$ cat config.mk
export PLATFORM = sky130hd
export DESIGN_NAME = mdio_command_queue
export DESIGN_NICKNAME = d
export VERILOG_FILES = /design/src/rtl/mdio_command_queue.sv
export SDC_FILE = /design/constraint.sdc
export NUM_CORES = 1
export LEC_CHECK = 0
export CORE_MARGIN = 4
export CORE_UTILIZATION = 55
export CTS_BUF_LIST = sky130_fd_sc_hd__clkbuf_16
export CTS_CLUSTER_DIAMETER = 150
export DETAILED_ROUTE_END_ITERATION = 16
export PLACE_DENSITY_LB_ADDON = 0.05
export SLEW_MARGIN = 20
export SYNTH_ARGS = -nofsm -noshare
export SYNTH_HDL_FRONTEND = slang
export SYNTH_SLANG_ARGS = --single-unit
$ cat constraint.sdc
create_clock -name clk -period 2.62 [get_ports clk]
set_input_delay 0.393 -clock clk [delete_from_list [all_inputs] [get_ports clk]]
set_output_delay 0.393 -clock clk [all_outputs]
set_load 0.005 [all_outputs]
$ cat src/rtl/mdio_command_queue.sv
// MDIO command queue: a FIFO of register read/write commands feeding a single-outstanding
// transceiver handshake, with a bounded wait for the transceiver to go busy after each strobe.
module mdio_command_queue #(
    parameter int unsigned DEPTH         = 4,
    parameter int unsigned START_TIMEOUT = 15
) (
    input  logic        clk,
    input  logic        rst_n,
    input  logic        cmd_push,
    input  logic        cmd_is_write,
    input  logic [4:0]  cmd_md_addr,
    input  logic [4:0]  cmd_reg_addr,
    input  logic [15:0] cmd_wr_data,
    output logic        queue_full,
    output logic        queue_empty,
    output logic        overflow,
    input  logic        overflow_clr,
    output logic [4:0]  phy_md_addr,
    output logic [4:0]  phy_reg_addr,
    output logic [15:0] phy_wr_data,
    output logic        phy_reg_wr,
    output logic        phy_reg_rd,
    input  logic        mgmt_busy,
    input  logic [15:0] phy_rd_data,
    output logic        result_valid,
    output logic [15:0] result_data,
    output logic [4:0]  result_reg_addr,
    output logic        timeout,
    output logic        engine_busy
);

    localparam int unsigned AW = $clog2(DEPTH);
    localparam int unsigned CW = $clog2(START_TIMEOUT + 1);

    typedef struct packed {
        logic        is_write;
        logic [4:0]  md_addr;
        logic [4:0]  reg_addr;
        logic [15:0] wr_data;
    } entry_t;

    typedef enum logic [1:0] {StIdle, StIssue, StWaitStart, StWaitDone} state_e;

    entry_t        mem_q [DEPTH];
    logic [AW:0]   wr_ptr_q;
    logic [AW:0]   rd_ptr_q;
    state_e        state_q;
    logic          is_write_q;
    logic [CW-1:0] cnt_q;

    entry_t head;
    entry_t cmd_in;
    logic   pop;
    logic   push_ok;
    logic   push_drop;

    // Extra pointer MSB distinguishes full from empty when the index bits match.
    assign queue_empty = (wr_ptr_q == rd_ptr_q);
    assign queue_full  = (wr_ptr_q[AW] != rd_ptr_q[AW]) &&
                         (wr_ptr_q[AW-1:0] == rd_ptr_q[AW-1:0]);

    assign head   = mem_q[rd_ptr_q[AW-1:0]];
    assign cmd_in = {cmd_is_write, cmd_md_addr, cmd_reg_addr, cmd_wr_data};

    // A pop in the same cycle frees the slot, so a push while full is still accepted.
    assign pop       = (state_q == StIdle) && !queue_empty && !mgmt_busy;
    assign push_ok   = cmd_push && (!queue_full || pop);
    assign push_drop = cmd_push && queue_full && !pop;

    assign engine_busy = !queue_empty || (state_q != StIdle);

    always_ff @(posedge clk or negedge rst_n) begin
        if (!rst_n) begin
            wr_ptr_q <= '0;
            rd_ptr_q <= '0;
            overflow <= 1'b0;
            for (int i = 0; i < DEPTH; i++) begin
                mem_q[i] <= '0;
            end
        end else begin
            if (push_ok) begin
                mem_q[wr_ptr_q[AW-1:0]] <= cmd_in;
                wr_ptr_q                <= wr_ptr_q + (AW+1)'(1);
            end
            if (pop) begin
                rd_ptr_q <= rd_ptr_q + (AW+1)'(1);
            end
            // A dropped push wins over a simultaneous clear.
            if (push_drop) begin
                overflow <= 1'b1;
            end else if (overflow_clr) begin
                overflow <= 1'b0;
            end
        end
    end

    always_ff @(posedge clk or negedge rst_n) begin
        if (!rst_n) begin
            state_q         <= StIdle;
            is_write_q      <= 1'b0;
            cnt_q           <= '0;
            phy_md_addr     <= '0;
            phy_reg_addr    <= '0;
            phy_wr_data     <= '0;
            phy_reg_wr      <= 1'b0;
            phy_reg_rd      <= 1'b0;
            result_valid    <= 1'b0;
            result_data     <= '0;
            result_reg_addr <= '0;
            timeout         <= 1'b0;
        end else begin
            phy_reg_wr   <= 1'b0;
            phy_reg_rd   <= 1'b0;
            result_valid <= 1'b0;
            timeout      <= 1'b0;
            case (state_q)
                StIdle: begin
                    if (pop) begin
                        is_write_q   <= head.is_write;
                        phy_md_addr  <= head.md_addr;
                        phy_reg_addr <= head.reg_addr;
                        phy_wr_data  <= head.wr_data;
                        // Strobe is registered so it is high exactly while in StIssue.
                        phy_reg_wr   <= head.is_write;
                        phy_reg_rd   <= !head.is_write;
                        state_q      <= StIssue;
                    end
                end
                StIssue: begin
                    cnt_q   <= '0;
                    state_q <= StWaitStart;
                end
                StWaitStart: begin
                    if (mgmt_busy) begin
                        state_q <= StWaitDone;
                    end else begin
                        cnt_q <= cnt_q + CW'(1);
                        if (cnt_q == CW'(START_TIMEOUT - 1)) begin
                            timeout <= 1'b1;
                            state_q <= StIdle;
                        end
                    end
                end
                StWaitDone: begin
                    if (!mgmt_busy) begin
                        state_q <= StIdle;
                        if (!is_write_q) begin
                            result_data     <= phy_rd_data;
                            result_reg_addr <= phy_reg_addr;
                            result_valid    <= 1'b1;
                        end
                    end
                end
                default: state_q <= StIdle;
            endcase
        end
    end

endmodule

==> summary.md, run 1 <==
| Metric | Value |
|---|---|
| Post-synthesis instance area | `7580 um2` |
| Mean Syn Cell Area | `16.8 um2` |
| Shortest clock period the worst path allows after layout | `2.51 ns` |
| Initial core utilization | `0.568` |
| EDFF count, synth | `0` |
| Max Clk Rate | `0.399 GHz` |
| Transition time at the pin with the least slew margin | `0.695 ns` |
| Clock latency at the later pin of the worst-skew pair | `0.42 ns` |
| Destination of the critical timing path | `queue_empty` |
| Power share of the sequential group | `0.399` |
| Number of diodes added for antenna fixing | `0` |
| Post-synth net total | `505` |
| Arrival time worst endpoint | `2.11 ns` |
| Switching portion of total power | `0.297` |
| Final cell area excluding filler cells | `9420 um2` |
| Antenna violation net count after detailed routing | `0` |
| Number of slew-limit violations in the final report | `0` |
| Hold violation count in the final report | `0` |
| Overall die area | `15700 um2` |
| Clock tree root buffer cell | `sky130_fd_sc_hd__clkbuf_16` |
| CTS tree | `yes` |
| Die Height | `125 um` |
| GR Util All Layers | `0.199` |
| Drt pass-1 iters | `4` |
| Num CTS Buffers | `17` |
| Setup repair after global routing missed its margin | `false` |
| Number of nets at the end of the flow | `621` |
| FP Rows | `42` |
| Startpoint of the lowest-slack register-to-register path | `state_q[0]$_DFFE_PN0P_` |
| Multi-input gate area in the final layout | `3070 um2` |
| Startpoint class of the critical path | `flop` |
| Worst reg2reg path depth | `4` |
| Half-perimeter wire length of the detailed placement result | `9350 um` |
| Max Buffers Root-to-Sink | `2` |
| CTS H-Tree Depth | `4` |
| Required time at the endpoint of the critical path | `2.23 ns` |
| Relative max-transition margin | `0.531` |
| Count of input and output buffers | `102` |
| Aggregate routed wire length | `14500 um` |
| Largest vdd supply drop | `0.611 mV` |
| Post-Place Cell Area | `8860 um2` |
| Footprint of the flip-flops and latches | `4330 um2` |
| Overflow after GRT | `0` |
| IO Count | `103` |
| Fraction of final layout cells with drive strength greater than 1 | `0.382` |
| GP Congestion | `0.748` |
| Mapped Cells | `450` |
| Pin count of the biggest net entering global routing | `64` |
| Largest area contributor in the netlist | `sky130_fd_sc_hd__dfrtp_1` |
| Share of total power in combinational logic | `0.408` |
| Class of the tightest hold or removal check | `reg -> reg` |
| Drc violations | `0` |
| Most area-consuming cells after synthesis | `sky130_fd_sc_hd__dfrtp_1 57%, sky130_fd_sc_hd__mux2_2 18%, sky130_fd_sc_hd__mux4_2 8.0%` |
| Area growth from synthesis to final layout | `24.2%` |
| Drt first-iter violations | `178` |
| Number of clock sinks | `173` |
| Reg2Reg Setup Slack | `0.41 ns` |
| Leading register cell type out of synthesis | `sky130_fd_sc_hd__dfrtp_1` |
| Summed negative setup slack over all endpoints | `0 ns` |
| Beginning of the critical path | `rd_ptr_q[2]$_DFFE_PN0N_` |
| Max-capacitance violation count | `0` |
| Outcome | `complete, no violations` |
| Share of the cycle needed by the critical path after routing | `0.957` |
| Routed via count | `4221` |
| Kind of end point of the critical path | `output pin` |
| Top cell type's share of synthesized area | `0.571` |
| FF+latch count, synth | `173` |
| Psw | `3.58 mW` |
| Std-Cell Core Area | `13300 um2` |
| Number of antenna violations at the first check in global routing | `0` |
| Clock share of power | `0.193` |
| Die X-Extent | `125 um` |
| Sequential share of the synthesized area | `0.571` |
| Number of fill cells | `911` |
| Worst clock skew on the final layout | `0.00752 ns` |
| Final Setup Violations | `0` |
| Number of distinct library cells after synthesis | `36` |
| Areal power density over the cells | `1280 nW/um2` |
| WL per Instance | `19.3 um` |
| Clock transition at path regs | `0.06 ns` |
| Vias per inst | `5.60` |
| Fraction of registers with async set or reset after synthesis | `1.00` |
| Internal power of the cells | `8.48 mW` |
| Global-route wire length before repair | `24700 um` |
| LEAKAGE | `3.93 nW` |
| Crit-path max FO | `6` |
| Yosys warns | `0` |
| Critical R2R Capture | `mem_q[9]$_DFFE_PN0P_` |
| Via count of the first global-routing pass | `4647` |
| Type of the setup path with the least slack | `reg -> out` |
## cell families after synthesis
kind of cell,Yosys count,synth area share
AO/OA/AOI/OAI,20,0.0290
multiplexers,185,0.324
buffers and inverters,29,0.0289
flip-flops,173,0.571
AND/OR/NAND/NOR,26,0.0191
XOR/XNOR,10,0.0160
adder cells (fa/ha/maj),7,0.0116
## metal layers
| layer | vias up | part of all wire | track usage | wire [um] |
|---|---|---|---|---|
| met2 | 96 | 0.49 | 0.320 | 7180 |
| met5 | - | 0 | 0 | 0 |
| met1 | 2223 | 0.45 | 0.267 | 6610 |
| met3 | 8 | 0.044 | 0.0584 | 638 |
| li1 | 1894 | - | - | - |
| met4 | 0 | 0.0077 | 0.0561 | 112 |
## cells in the mapped netlist (2+ instances only)
master                      number
sky130_fd_sc_hd__dfrtp_1       173
sky130_fd_sc_hd__xor2_1          5
sky130_fd_sc_hd__mux2_1         20
sky130_fd_sc_hd__clkbuf_1        4
sky130_fd_sc_hd__nand2_1         7
sky130_fd_sc_hd__buf_2           8
sky130_fd_sc_hd__o22ai_1         2
sky130_fd_sc_hd__xnor2_2         2
sky130_fd_sc_hd__nand2b_1        2
sky130_fd_sc_hd__a41oi_4         4
sky130_fd_sc_hd__mux2_2        119
sky130_fd_sc_hd__o2bb2ai_1       3
sky130_fd_sc_hd__buf_6           9
sky130_fd_sc_hd__nor3_1          6
sky130_fd_sc_hd__nor2_1          3
sky130_fd_sc_hd__a31oi_1         2
sky130_fd_sc_hd__mux2_4         19
sky130_fd_sc_hd__inv_1           6
sky130_fd_sc_hd__buf_12          2
sky130_fd_sc_hd__ha_1            7
sky130_fd_sc_hd__mux4_2         27
sky130_fd_sc_hd__a21oi_1         5
sky130_fd_sc_hd__xnor2_1         2
## state kept, by name, indices dropped and copies added, names as in the netlist
name,cells
cnt_q,4
is_write_q,1
mem_q,108
overflow,1
phy_md_addr,5
phy_reg_addr,5
phy_reg_rd,1
phy_reg_wr,1
phy_wr_data,16
rd_ptr_q,3
result_data,16
result_reg_addr,5
result_valid,1
state_q,2
timeout,1
wr_ptr_q,3
## worst min-delay path by stage
stage	start	endpoint	slack, ns	depth (start not counted)
final	mem_q[44]$_DFFE_PN0P_	mem_q[44]$_DFFE_PN0P_	0.48	1
after global routing	mem_q[41]$_DFFE_PN0P_	mem_q[41]$_DFFE_PN0P_	0.50	1
after floorplan	rst_n	cnt_q[0]$_DFFE_PN0P_	0.1	0
after global placement	rst_n	timeout$_DFF_PN0_	0.38	1
after detailed placement	rst_n	timeout$_DFF_PN0_	0.40	1
after CTS	mem_q[44]$_DFFE_PN0P_	mem_q[44]$_DFFE_PN0P_	0.48	1
## critical path: stages, from the launching register on
cell	delay, ns
sky130_fd_sc_hd__dfrtp_1	0.48
sky130_fd_sc_hd__xor2_4	0.27
sky130_fd_sc_hd__nor3_2	0.38
sky130_fd_sc_hd__clkdlybuf4s50_1	0.57
## repair_timing
item                       CTS  global route
gates resized for setup      1             0
hold endpoints to repair    57             0
setup buffers                0             0
setup endpoints to repair    2             0
hold buffers                 1             0
## stage by stage
| step | util | cells | worst slack, ns | power (mW) | hold slack [ns] |
|---|---|---|---|---|---|
| after floorplan | - | 450 | 0.608 | 8.00 | 0.0974 |
| after global placement | 0.664 | 722 | 0.304 | 9.58 | 0.384 |
| after detailed placement | 0.664 | 722 | 0.272 | 9.80 | 0.398 |
| after CTS | 0.705 | 754 | 0.113 | 12.2 | 0.483 |
| after global routing | 0.705 | 754 | 0.0477 | 12.8 | 0.505 |
| final | 0.705 | 754 | 0.113 | 12.1 | 0.481 |
## cell usage in the layout, fill, tap and decap left out, drive strengths merged
cell / count
dfrtp: 173
mux2: 158
clkdlybuf4s50: 101
mux4: 27
buf: 18
clkbuf: 17
inv: 9
clkinv: 8
nand2: 7
ha: 7
xor2: 6
nor3: 6
a21oi: 5
a41oi: 4
xnor2: 4
nor2: 3
o2bb2ai: 3
nand2b: 2
o22ai: 2
bufinv: 2
a31oi: 2
nor4bb: 1
nor4: 1
or3: 1
and2: 1
o41ai: 1
nor4b: 1
and3: 1
a32o: 1
o311a: 1
nand4b: 1
or2: 1
o21ai: 1
clkinvlp: 1
dlygate4sd3: 1
## cell type report
type,count,area share
Clock inverter,14,0.0120
Inverter,6,0.00239
Tap cell,176,0.0234
Clock buffer,17,0.0452
Timing Repair Buffer,120,0.131
Multi-Input combinational cell,248,0.326
Sequential cell,173,0.460
## power by group through the flow
stage | clock, mW | combinational (mW) | sequential, mW
after global routing | 2.50 | 5.32 | 5.00
after floorplan | 0 | 3.35 | 4.65
after CTS | 2.38 | 5.00 | 4.82
after global placement | 0 | 4.82 | 4.75
after detailed placement | 0 | 4.95 | 4.85
final | 2.33 | 4.93 | 4.82
No activity file was read; power rests on OpenSTA's default activity.
==> run 2: changes to the inputs <==
--- a/config.mk
+++ b/config.mk
@@ -5,12 +5,14 @@
 export SDC_FILE = /design/constraint.sdc
 export NUM_CORES = 1
 export LEC_CHECK = 0
+export CORE_ASPECT_RATIO = 0.7
 export CORE_MARGIN = 4
 export CORE_UTILIZATION = 55
 export CTS_BUF_LIST = sky130_fd_sc_hd__clkbuf_16
 export CTS_CLUSTER_DIAMETER = 150
 export DETAILED_ROUTE_END_ITERATION = 16
 export PLACE_DENSITY_LB_ADDON = 0.05
+export RECOVER_POWER = 50
 export SLEW_MARGIN = 20
 export SYNTH_ARGS = -nofsm -noshare
 export SYNTH_HDL_FRONTEND = slang
==> run 2 against run 1 <==
Effect of this change:
- sequential power barely moved
- the run now ends with max-capacitance violations, max-slew violations left
- combinational power rose by 0.8%
- register-to-register slack lost 0.11 ns
- clock power rose by 12%
- die area rose by 0.19%
- first-iteration DRC count rose by 27%
- routed wire length is 6.0% higher
- critical path depth did not move
- non-clock buffer count grew 2
- largest cell class unchanged
- maximum frequency increased by 1.6%
- utilization rose by 0.85 points
- total power up 2.7%
==> summary.md, run 2 (synthesized netlist as in run 1, its figures left out) <==
| Metric | Value |
|---|---|
| Outcome | `finished, violations left` |
| Initial core utilization | `0.569` |
| Hold-critical path endpoint | `mem_q[42]$_DFFE_PN0P_` |
| Crit-path max FO | `6` |
| Overflow after GRT | `0` |
| Share of total power in combinational logic | `0.401` |
| Drc violations | `0` |
| Antenna violation net count after detailed routing | `0` |
| Max Buffers Root-to-Sink | `2` |
| Worst clock skew on the final layout | `0.00948 ns` |
| PnR worst setup slack | `0.152 ns` |
| Largest reg by FF count | `mem_q` |
| CTS H-Tree Depth | `4` |
| Largest vdd supply drop | `0.709 mV` |
| Post-Place Cell Area | `8900 um2` |
| Transition time at the pin with the least slew margin | `1.63 ns` |
| Number of nets at the end of the flow | `623` |
| Die X-Extent | `148 um` |
| Number of diodes added for antenna fixing | `0` |
| Most common library cell in the layout ignoring fill and taps | `sky130_fd_sc_hd__dfrtp_1` |
| Violations in the final reports | `max-capacitance violations, max-slew violations` |
| Area growth from synthesis to final layout | `25.4%` |
| Startpoint of the lowest-slack register-to-register path | `state_q[0]$_DFFE_PN0P_` |
| Clock latency at the later pin of the worst-skew pair | `0.42 ns` |
| Internal power of the cells | `8.61 mW` |
| Via count of the first global-routing pass | `4600` |
| Number of antenna violations at the first check in global routing | `0` |
| IO Count | `103` |
| Routed via count | `4271` |
| GR Util All Layers | `0.209` |
| CTS tree | `yes` |
| Type of the setup path with the least slack | `reg -> out` |
| Start point of the worst min-delay path | `mem_q[42]$_DFFE_PN0P_` |
| Max-capacitance violation count | `1` |
| Pin count of the biggest net entering global routing | `65` |
| Fraction of final layout cells with drive strength greater than 1 | `0.394` |
| Aggregate routed wire length | `15400 um` |
| Flip-flop count of the largest register, all copies and words added | `108` |
| Arrival time worst endpoint | `2.08 ns` |
| Number of clock sinks | `173` |
| Power share of the sequential group | `0.389` |
| Hold violation count in the final report | `0` |
| Relative max-transition margin | `-0.0834` |
| Leading cell types in the layout, fill and taps excluded | `171 x sky130_fd_sc_hd__dfrtp_1, 119 x sky130_fd_sc_hd__mux2_2, 83 x sky130_fd_sc_hd__clkdlybuf4s50_1` |
| Setup repair after global routing missed its margin | `false` |
| Number of buffers added for setup after CTS | `0` |
| Drt pass-1 iters | `6` |
| Clock transition at path regs | `0.06 ns` |
| Max Clk Rate | `0.405 GHz` |
| Summed negative setup slack over all endpoints | `0 ns` |
| Switching portion of total power | `0.305` |
| Num CTS Buffers | `17` |
| Number of slew-limit violations in the final report | `63` |
| Reg2Reg Setup Slack | `0.30 ns` |
| Required time at the endpoint of the critical path | `2.23 ns` |
| Kind of end point of the critical path | `output pin` |
| FP Rows | `35` |
| Psw | `3.79 mW` |
| Final Setup Violations | `0` |
| Clock tree root buffer cell | `sky130_fd_sc_hd__clkbuf_16` |
| Regs by FF count | `mem_q: 108 flops, phy_wr_data: 16 flops, result_data: 16 flops` |
| Final Hold Slack | `0.478 ns` |
| Critical R2R Capture | `mem_q[18]$_DFFE_PN0P_` |
| LEAKAGE | `3.98 nW` |
| Startpoint class of the critical path | `flop` |
| Vias per inst | `5.58` |
| Share of the cycle needed by the critical path after routing | `0.942` |
| WL per Instance | `20.1 um` |
| Worst reg2reg path depth | `4` |
| Class of the tightest hold or removal check | `reg -> reg` |
| GP Congestion | `0.810` |
| Half-perimeter wire length of the detailed placement result | `9880 um` |
| Hold path cells | `1` |
| Count of input and output buffers | `102` |
| Drt first-iter violations | `226` |
| Placement Setup Slack | `0.348 ns` |
| Std-Cell Core Area | `13300 um2` |
| Global-route wire length before repair | `25500 um` |
| Areal power density over the cells | `1300 nW/um2` |
| Clock share of power | `0.210` |
| Die Height | `106 um` |
| Final cell area excluding filler cells | `9500 um2` |
| Shortest clock period the worst path allows after layout | `2.47 ns` |
| Overall die area | `15800 um2` |
[run 2: changes by cell type in the layout (fill, tap and decap cells not counted), sizes merged]
| cell | change |
|---|---|
| buf | -3 |
| bufinv | +1 |
| clkbuf | +5 |
| clkdlybuf4s50 | -18 |
| clkinv | -5 |
| clkinvlp | +1 |
| dlygate4sd3 | +18 |
| inv | +4 |
[run 2: timing repair]
action,CTS,global route
hold buffers,1,0
endpoints found under the hold margin,59,0
resized for setup,1,0
setup endpoints to repair,1,0
[run 2: metal layers]
layer,share of wire,track usage
met5,0,0
met4,0.0097,0.0468
met3,0.033,0.0507
met2,0.48,0.323
met1,0.47,0.306
[run 2: stage by stage]
stage / total power [mW] / util / cells
4_1_cts: 12.6 / 0.715 / 766
5_1_grt: 13.2 / 0.714 / 766
3_5_place_dp: 9.89 / 0.669 / 733
6_report: 12.4 / 0.714 / 766
3_3_place_gp: 9.66 / 0.669 / 733
2_1_floorplan: 8.00 / - / 450
[run 2: final cells by class]
cell class / count / area, um2
sequential: 173 / 4330
fill: 900 / 3810
multi-input combinational: 248 / 3060
timing repair buffer: 122 / 1250
clock buffer: 17 / 425
tap: 185 / 231
clock inverter: 15 / 183
inverter: 6 / 22.5
[run 2: critical path, stage by stage, from the launching register on]
cell and delay (ns):
sky130_fd_sc_hd__dfrtp_1 0.47, sky130_fd_sc_hd__xor2_4 0.27, sky130_fd_sc_hd__nor3_2 0.35, sky130_fd_sc_hd__clkdlybuf4s50_1 0.56
[run 2: power by group through the flow]
stage | logic, mW | clock network [mW] | registers (mW)
6_report | 4.97 | 2.60 | 4.83
5_1_grt | 5.37 | 2.79 | 4.99
4_1_cts | 5.10 | 2.66 | 4.84
3_5_place_dp | 5.04 | 0 | 4.86
3_3_place_gp | 4.90 | 0 | 4.76
2_1_floorplan | 3.35 | 0 | 4.65
[run 2: how the worst max path moves through the flow]
stage | startpoint | to | slack [ns] | cells after the start
after floorplan | state_q[1]$_DFFE_PN0P_ | mem_q[15]$_DFFE_PN0P_ | 0.61 | 6
after global placement | mgmt_busy | mem_q[11]$_DFFE_PN0P_ | 0.34 | 5
after detailed placement | mgmt_busy | mem_q[16]$_DFFE_PN0P_ | 0.35 | 5
after CTS | wr_ptr_q[1]$_DFFE_PN0P_ | queue_full | 0.14 | 3
after global routing | rd_ptr_q[2]$_DFFE_PN0N_ | engine_busy | 0.05 | 4
final | rd_ptr_q[2]$_DFFE_PN0N_ | queue_empty | 0.15 | 3
